## config.mk

```make
export PLATFORM = sky130hd
export DESIGN_NAME = fifo_wr_arbiter
export DESIGN_NICKNAME = d
export VERILOG_FILES = /design/src/rtl/fifo_arb_pkg.sv /design/src/rtl/fifo_wr_arbiter_rr_pick.sv /design/src/rtl/fifo_wr_arbiter.sv
export SDC_FILE = /design/constraint.sdc
export NUM_CORES = 1
export LEC_CHECK = 0
export CAP_MARGIN = 40
export CORE_MARGIN = 2
export CORE_UTILIZATION = 42
export CTS_BUF_LIST = sky130_fd_sc_hd__clkbuf_4
export DETAILED_ROUTE_END_ITERATION = 8
export PLACE_DENSITY = 0.89
export SLEW_MARGIN = 25
export SYNTH_ARGS = -nofsm -noshare
export SYNTH_HDL_FRONTEND = slang
export SYNTH_SLANG_ARGS = --single-unit
export TNS_END_PERCENT = 100
```

## constraint.sdc

```tcl
create_clock -name clk -period 7.3 [get_ports clk]
set_input_delay 1.095 -clock clk [delete_from_list [all_inputs] [get_ports clk]]
set_output_delay 1.095 -clock clk [all_outputs]
set_load 0.01 [all_outputs]
```

## src/rtl/fifo_arb_pkg.sv

```systemverilog
// rtl/fifo_arb_pkg.sv - shared types, constants and helpers for the FIFO write arbiter
package fifo_arb_pkg;

    typedef enum logic {
        IDLE  = 1'b0,
        BURST = 1'b1
    } arb_state_e;

    localparam int STAT_W = 16;

    // Index width for n requesters, never narrower than one bit.
    function automatic int idx_w(input int n);
        return (n <= 2) ? 1 : $clog2(n);
    endfunction

endpackage

```

## src/rtl/fifo_wr_arbiter_rr_pick.sv

```systemverilog
// rtl/fifo_wr_arbiter_rr_pick.sv - round-robin picker: first set mask bit at or after ptr, wrapping
module rr_pick #(
    parameter int NREQ = 4,
    parameter int IW   = 2
) (
    input  logic [NREQ-1:0] mask,
    input  logic [IW-1:0]   ptr,
    output logic            found,
    output logic [IW-1:0]   idx
);

    logic [2*NREQ-1:0] rot;

    // Rotate the doubled mask so bit 0 is the requester at ptr, then scan from the far end
    // back toward 0 so the nearest set bit is the last one assigned.
    always_comb begin
        int j;
        j     = 0;
        found = 1'b0;
        idx   = '0;
        rot   = {mask, mask} >> ptr;
        for (int k = NREQ - 1; k >= 0; k--) begin
            if (rot[k]) begin
                j = int'(ptr) + k;
                if (j >= NREQ) begin
                    j = j - NREQ;
                end
                found = 1'b1;
                idx   = IW'(j);
            end
        end
    end

endmodule

```

## src/rtl/fifo_wr_arbiter.sv

```systemverilog
// rtl/fifo_wr_arbiter.sv - round-robin burst write arbiter for one FIFO write port (optional FIFO_ARB_STATS_EN counters)
module fifo_wr_arbiter
    import fifo_arb_pkg::*;
#(
    parameter int NREQ      = 4,
    parameter int WIDTH     = 8,
    parameter int MAX_BURST = 4
) (
    input  logic                     clk,
    input  logic                     rst,
    input  logic                     en,
    input  logic [NREQ-1:0]          req_valid,
    input  logic [NREQ-1:0]          req_last,
    input  logic [NREQ*WIDTH-1:0]    req_data,
    output logic [NREQ-1:0]          req_ready,
    output logic                     fifo_cs,
    output logic                     fifo_wr_enb,
    output logic [WIDTH-1:0]         fifo_data_in,
    input  logic                     fifo_full,
    output logic                     busy,
    output logic [idx_w(NREQ)-1:0]   cur_owner
`ifdef FIFO_ARB_STATS_EN
    ,
    output logic [NREQ*STAT_W-1:0]   stat_words,
    output logic [STAT_W-1:0]        stat_full_stall
`endif
);

    localparam int IW = idx_w(NREQ);
    localparam int BW = $clog2(MAX_BURST + 1);

    arb_state_e       state_q, state_d;
    logic [IW-1:0]    ptr_q, ptr_d;
    logic [IW-1:0]    owner_q, owner_d;
    logic [BW-1:0]    burst_cnt_q, burst_cnt_d;
    logic             en_q, en_d;

    logic             pick_found;
    logic [IW-1:0]    pick_idx;
    logic             can_write;
    logic             grant;
    logic [IW-1:0]    gidx;

    function automatic logic [IW-1:0] next_idx(input logic [IW-1:0] i);
        return (int'(i) == NREQ - 1) ? '0 : i + IW'(1);
    endfunction

    rr_pick #(
        .NREQ (NREQ),
        .IW   (IW)
    ) u_pick (
        .mask  (req_valid),
        .ptr   (ptr_q),
        .found (pick_found),
        .idx   (pick_idx)
    );

    // Grant selection: open search in IDLE, owner only in BURST; nothing while full or disabled.
    always_comb begin
        can_write = en_q & ~fifo_full;
        grant     = 1'b0;
        gidx      = owner_q;
        if (state_q == IDLE) begin
            grant = can_write & pick_found;
            gidx  = pick_idx;
        end else begin
            grant = can_write & req_valid[owner_q];
            gidx  = owner_q;
        end
    end

    // Write-port drive: the handshake and the FIFO write happen in the same cycle.
    always_comb begin
        req_ready    = grant ? (NREQ'(1) << gidx) : '0;
        fifo_wr_enb  = grant;
        fifo_data_in = '0;
        for (int i = 0; i < NREQ; i++) begin
            if (grant && gidx == IW'(i)) begin
                fifo_data_in = req_data[i*WIDTH +: WIDTH];
            end
        end
        fifo_cs   = en_q;
        busy      = (state_q == BURST);
        cur_owner = owner_q;
    end

    // Next-state: a burst ends on req_last or when MAX_BURST words have gone through.
    always_comb begin
        state_d     = state_q;
        ptr_d       = ptr_q;
        owner_d     = owner_q;
        burst_cnt_d = burst_cnt_q;
        en_d        = en;
        if (grant) begin
            if (state_q == IDLE) begin
                owner_d = gidx;
                if (req_last[gidx] || MAX_BURST == 1) begin
                    ptr_d = next_idx(gidx);
                end else begin
                    state_d     = BURST;
                    burst_cnt_d = BW'(1);
                end
            end else begin
                if (req_last[gidx] || (int'(burst_cnt_q) + 1 == MAX_BURST)) begin
                    state_d     = IDLE;
                    ptr_d       = next_idx(gidx);
                    burst_cnt_d = '0;
                end else begin
                    burst_cnt_d = burst_cnt_q + BW'(1);
                end
            end
        end
    end

    // Arbiter state registers.
    always_ff @(posedge clk or negedge rst) begin
        if (!rst) begin
            state_q     <= IDLE;
            ptr_q       <= '0;
            owner_q     <= '0;
            burst_cnt_q <= '0;
            en_q        <= 1'b0;
        end else begin
            state_q     <= state_d;
            ptr_q       <= ptr_d;
            owner_q     <= owner_d;
            burst_cnt_q <= burst_cnt_d;
            en_q        <= en_d;
        end
    end

`ifdef FIFO_ARB_STATS_EN
    logic [NREQ*STAT_W-1:0] stat_words_q, stat_words_d;
    logic [STAT_W-1:0]      stat_full_stall_q, stat_full_stall_d;

    // Saturating per-requester word counters and full-stall cycle counter.
    always_comb begin
        stat_words_d      = stat_words_q;
        stat_full_stall_d = stat_full_stall_q;
        for (int i = 0; i < NREQ; i++) begin
            if (req_valid[i] && req_ready[i] &&
                stat_words_q[i*STAT_W +: STAT_W] != {STAT_W{1'b1}}) begin
                stat_words_d[i*STAT_W +: STAT_W] = stat_words_q[i*STAT_W +: STAT_W] + STAT_W'(1);
            end
        end
        if ((|req_valid) && fifo_full && en_q && stat_full_stall_q != {STAT_W{1'b1}}) begin
            stat_full_stall_d = stat_full_stall_q + STAT_W'(1);
        end
    end

    // Statistics registers.
    always_ff @(posedge clk or negedge rst) begin
        if (!rst) begin
            stat_words_q      <= '0;
            stat_full_stall_q <= '0;
        end else begin
            stat_words_q      <= stat_words_d;
            stat_full_stall_q <= stat_full_stall_d;
        end
    end

    assign stat_words      = stat_words_q;
    assign stat_full_stall = stat_full_stall_q;
`endif

endmodule

```

### Yosys cells after proc, flatten, opt, wreduce, memory -nomap -nowiden

Cells that the tools add are included.

* register bits: 9

* add/subtract/negate cells: 10
* order comparisons: 6
* equal/unequal tests: 7
* shifts and indexed selects: 2
* muxes and demuxes: 33
* bitwise gates (word level): 5
* reductions and logical operators: 10

Operators with widths (number)
* 8-bit 2-to-1 mux: 4
* 2-bit 2-to-1 mux: 13
* 1-bit 2-to-1 mux: 10
* 3-bit greater-or-equal comparator (second input constant): 3
* 3-bit 2-to-1 mux: 3
* 8-bit by 2-bit right shift with 4-bit output: 1
* 2-bit by 1-bit subtractor with 2-bit output (second input constant): 4
* 2-bit by 2-bit adder with 3-bit output (second input constant): 2
* 2-bit by 3-bit less-than comparator with 1-bit output (second input constant): 2
* 3-bit by 1-bit adder with 4-bit output (second input constant): 1
* 1-bit binary-select mux with 2-bit select: 2
* 2-bit by 1-bit == test with 1-bit output (second input constant): 2
* 2-bit == test (second input constant): 2
* 4-bit by 3-bit == test with 1-bit output (second input constant): 1
* 1-bit logical AND: 4
* 4-bit 2-to-1 mux: 1
* 2-bit AND reduction: 2
* 1-bit by 2-bit left shift with 4-bit output (first input constant): 1
* 2-bit by 1-bit adder with 3-bit output (second input constant): 1
* 3-bit by 1-bit adder with 3-bit output (second input constant): 1
* 1-bit AND: 3
* 2-bit by 3-bit greater-or-equal comparator with 1-bit output (second input constant): 1
* 3-bit AND reduction: 1
* 2-bit by 1-bit adder with 2-bit output (second input constant): 1
* other kinds (6): 7

### Logic depth before layout (Yosys ltp)

* depth in word-level cells: 14
* mapped depth: 16
* depth with buffers taken out: 13

### Modules after synthesis

A second synthesis with hierarchy kept.

* cells, all modules: 118
* area total of the unflattened synthesis: 979.7 um2

By module, submodules not included
* fifo_wr_arbiter: instances 1, cells each 103, area each 902.1 um2
* rr_pick: instances 1, cells each 15, area each 77.6 um2

### Worst setup path after synthesis

No wires, ideal clock.

* path kind: input to output
* from: in req_valid[2]
* to: out fifo_data_in[3]
* data arrival time: 3.118 ns
* slack: 3.087 ns
* stages on the path: 14
* buffers on the path: 2
* cells stage by stage: a21boi_1 a311oi_1 a2111oi_4 a21oi_4 ha_1 clkbuf_1 nor2b_1 clkbuf_1 a22oi_1 nor2_1 a21oi_1 nor2_1 a21oi_1 nor2_1

* longest elaborated chain between the ends: 12
* elaborated cells on any way between the ends: 27

RTL lines
* start: declaration: line fifo_wr_arbiter.sv:12 `input logic [NREQ-1:0] req_valid,`
* 8-bit by 2-bit right shift with 4-bit output: line fifo_wr_arbiter_rr_pick.sv:21 `rot = {mask, mask} >> ptr;`
* 1-bit 2-to-1 mux or 2-bit 2-to-1 mux (tied branches) (4 in series): line fifo_wr_arbiter_rr_pick.sv:23 `if (rot[k]) begin`
* 1-bit AND or 2-bit 2-to-1 mux (tied branches): line fifo_wr_arbiter.sv:64, fifo_wr_arbiter.sv:63
* 1-bit 2-to-1 mux or 2-bit zero test (tied branches): line fifo_wr_arbiter.sv:63, fifo_wr_arbiter.sv:78
* 1-bit logical AND: line fifo_wr_arbiter.sv:78 `if (grant && gidx == IW'(i)) begin`
* 8-bit 2-to-1 mux (3 in series): line fifo_wr_arbiter.sv:78
* 8-bit 2-to-1 mux (*): line fifo_wr_arbiter.sv:78
* end: declaration: line fifo_wr_arbiter.sv:18 `output logic [WIDTH-1:0] fifo_data_in,`

Every way passes the cells marked *; elsewhere a longest branch is shown, timed or not. The select of a mux whose other input is x is not followed.

### Worst setup path after layout

* from: in req_valid[0]
* to: out fifo_data_in[2]

* longest elaborated chain between the ends: 12
* elaborated cells on any way between the ends: 27

RTL lines
* 8-bit by 2-bit right shift with 4-bit output (*): line fifo_wr_arbiter_rr_pick.sv:21
* 2-bit 2-to-1 mux (3 in series): line fifo_wr_arbiter_rr_pick.sv:23
* 2-bit 2-to-1 mux (*): line fifo_wr_arbiter_rr_pick.sv:23
* 2-bit 2-to-1 mux (*): line fifo_wr_arbiter.sv:63 `if (state_q == IDLE) begin`
* named net gidx[0]: line fifo_wr_arbiter.sv:42 `logic [IW-1:0] gidx;`
* 2-bit zero test: line fifo_wr_arbiter.sv:78
* 1-bit logical AND: line fifo_wr_arbiter.sv:78
* 8-bit 2-to-1 mux (3 in series): line fifo_wr_arbiter.sv:78
* 8-bit 2-to-1 mux (*): line fifo_wr_arbiter.sv:78

Mark *: on every way through the listed nets, which the timed path passes. The rest lies on a longest branch. The select of a mux whose other input is x is not followed.

==> flow_metrics.env <==
export IMPL_min_period_ps=5640
export IMPL_ys_seq_area_frac=0.222
export IMPL_setup_tns_final_ps=0
export IMPL_crit_path_start="req_valid[0]"
export IMPL_drt_iter0_drc=23
export IMPL_required_ps=6200
export IMPL_drive_gt1_frac=0.0688
export IMPL_rsz0062_at_grt="false"
export IMPL_gp_congestion=0.858
export IMPL_final_util=0.734
export IMPL_whs_path_depth=1
export IMPL_synthTopCellsByCount="29 x nor2_1, 21 x a21oi_1, 9 x dfrtp_1, 9 x inv_1, 7 x a22oi_1"
export IMPL_fillerInstances=194
export IMPL_slew_viol_final=0
export IMPL_syn_area_per_cell_sq_um=7.70
export IMPL_yosysWarnings=0
export IMPL_dp_hpwl_um=2500
export IMPL_overflow=0
export IMPL_clock_sinks=9
export IMPL_cts_setup_buffers=0
export IMPL_clk_pin_slew_ps=50
export IMPL_min_path_type="flip-flop to flip-flop"
export IMPL_grt_max_degree=18
export IMPL_routed_top_layer="met4"
export IMPL_synthDominantCellAreaShare=0.222
export IMPL_ff_latch_area_sq_um=225
export IMPL_coreArea_sq_um=2250
export IMPL_track_usage=0.229
export IMPL_worst_path_stages=15
export IMPL_relSlewSlack=0.634
export IMPL_design_portCount=61
export IMPL_drt_antenna_violating_nets=0
export IMPL_grt_pass1_wl_um=4690
export IMPL_multiInputGateArea_sq_um=729
export IMPL_crit_path_end="fifo_data_in[2]"
export IMPL_diodes=0
export IMPL_rows=17
export IMPL_routedWlPerCell_um=14.3
export IMPL_maxCapViolations=0
export IMPL_antenna_found_initial=0
export IMPL_vias=1196
export IMPL_crit_type="input port to output port"
export IMPL_startpoint_type="input port"
export IMPL_crit_path_cell_trace="clkdlybuf4s50_1, nand2_1, a21oi_1, a221oi_1, mux2i_1, inv_1, ha_1, nor2b_1, a22oi_1, nor2_1, a21oi_1, nor2_1, a21oi_1, nor2_1, clkdlybuf4s50_1"
export IMPL_ctsHoldBuffers=0
export IMPL_totalWireLength_um=3100
export IMPL_cts_tree="done"
export IMPL_fmax_mhz=177
export IMPL_port_buffer_count=60
export IMPL_finalHoldViolations=0
export IMPL_cts_made_buffers=3
export IMPL_peakVddDrop_uv=277
export IMPL_cts_max_level=1
export IMPL_worst_endpoint_arrival_ps=4540
export IMPL_cpPeakStageDelay_ps=570
export IMPL_grt_pass1_vias=1107
export IMPL_async_flop_share=1.00
export IMPL_cp_max_fo=10
export IMPL_floorplan_initialDensity=0.451
export IMPL_postLayoutCellArea_sq_um=1650
export IMPL_die_area_sq_um=2830
export IMPL_cpMaxStageDelayCell="clkdlybuf4s50_1"
export IMPL_ys_flop_type="dfrtp_1"
export IMPL_p_leak_nw=0.689
export IMPL_crit_family="buffers and inverters"
export IMPL_r2r_end="ptr_q[1]"
export IMPL_clk_path_buf_depth=2
export IMPL_synth_edf_count=0
export IMPL_pre_cts_ws_ps=1740
export IMPL_outcome="finished clean"
export IMPL_setup_ws_ps=1660
export IMPL_wl_met2_um=1470
export IMPL_area_growth_syn_to_layout_pct=62.8
export IMPL_die_x_um=53.2
export IMPL_drc=0
export IMPL_postPlaceCellArea_sq_um=1620
export IMPL_clk_latency_ps=260
export IMPL_power_density_nw_per_um2=316
export IMPL_reg2reg_depth=7
export IMPL_tightest_slew_ps=534
export IMPL_first_pass_iters=5
export IMPL_r2r_start="ptr_q[1]"
export IMPL_yosysTopAreaCell="dfrtp_1"
export IMPL_ys_seq_elements=9
export IMPL_synth_most_common_cell="nor2_1"
export IMPL_root_buffer="clkbuf_4"
export IMPL_final_nets=240
export IMPL_rrSetupSlack_ps=4670
export IMPL_synth_cell_types=34
export IMPL_die_h_um=53.2
export IMPL_setup_worst_path_end_class="output port"
export IMPL_synth_nets=182
export IMPL_power_total_mw=0.523
export IMPL_period_share=0.773
export IMPL_fin_skew_ps=0.596
export IMPL_synth_area_leaders="dfrtp_1 22%, nor2_1 11%, a21oi_1 10%"
export IMPL_wl_met1_um=1310
export IMPL_setup_viol=0
export IMPL_ctsResizeCount=0
export IMPL_vias_per_cell=5.51
export IMPL_routed_wl_met3_um=274
export IMPL_synth_area_sq_um=1020
export IMPL_syn_inst=132
export IMPL_critPathBufInv=3
[cell type report]
type,instances,area share
well taps,28,0.0212
multi-input cells,107,0.441
flip-flops and latches,9,0.136
repair buffers,60,0.363
inverters,9,0.0204
clock buffers,4,0.0182
[state kept, by name (all words and copies together), names as in the netlist]
name and flops:
ptr_q 2, burst_cnt_q 3, busy 1, fifo_cs 1, cur_owner 2
[worst min path at each step]
stage	startpoint	endpoint	slack, ps
after floorplan	burst_cnt_q[2]	burst_cnt_q[2]	500
after global placement	burst_cnt_q[2]	burst_cnt_q[2]	530
after detailed placement	burst_cnt_q[2]	burst_cnt_q[2]	530
after CTS	burst_cnt_q[2]	burst_cnt_q[2]	550
after global routing	burst_cnt_q[2]	burst_cnt_q[2]	570
final	burst_cnt_q[2]	burst_cnt_q[2]	550
[layer usage]
metal | up-vias | global-route usage
li1 | 589 | -
met1 | 549 | 0.270
met2 | 55 | 0.400
met3 | 3 | 0.0480
met4 | 0 | 0.0897
met5 | - | 0
[placed cells by master (no fill, tap or decap), types with 2 or more instances in the layout]
cell / synthesis / routed
o21ai_0: 3 / 3
o211ai_1: 2 / 2
mux2i_1: 3 / 3
ha_1: 6 / 6
a21boi_1: 2 / 2
a21oi_1: 21 / 21
dfrtp_1: 9 / 9
nand2b_1: 2 / 2
nand2_1: 5 / 5
a22oi_1: 7 / 7
nor2_1: 29 / 29
and2_1: 3 / 3
clkdlybuf4s50_1: 0 / 60
inv_1: 9 / 9
mux2_2: 4 / 4
nor2b_1: 3 / 3
clkbuf_4: 0 / 4
[power breakdown]
part | internal (mW) | switching [mW]
clock | 0.0247 | 0.0156
sequential | 0.0704 | 0.0342
combinational | 0.182 | 0.196
total | 0.277 | 0.246
[cells by family (layout without fill, tap and decap cells)]
| kind of cell | Yosys count | after routing | share of synthesized area |
|---|---|---|---|
| flops | 9 | 9 | 0.222 |
| compound gates | 45 | 45 | 0.308 |
| buf+inv | 16 | 73 | 0.0603 |
| mux | 10 | 10 | 0.133 |
| simple gates | 46 | 46 | 0.203 |
| fa+ha+maj | 6 | 6 | 0.0739 |
[metrics by stage]
stage                     instances  hold slack, ps
after floorplan                 132             498
after global placement          213             528
after detailed placement        213             533
after CTS                       217             550
after global routing            217             575
final                           217             549
(Power assumes the default switching activity.)
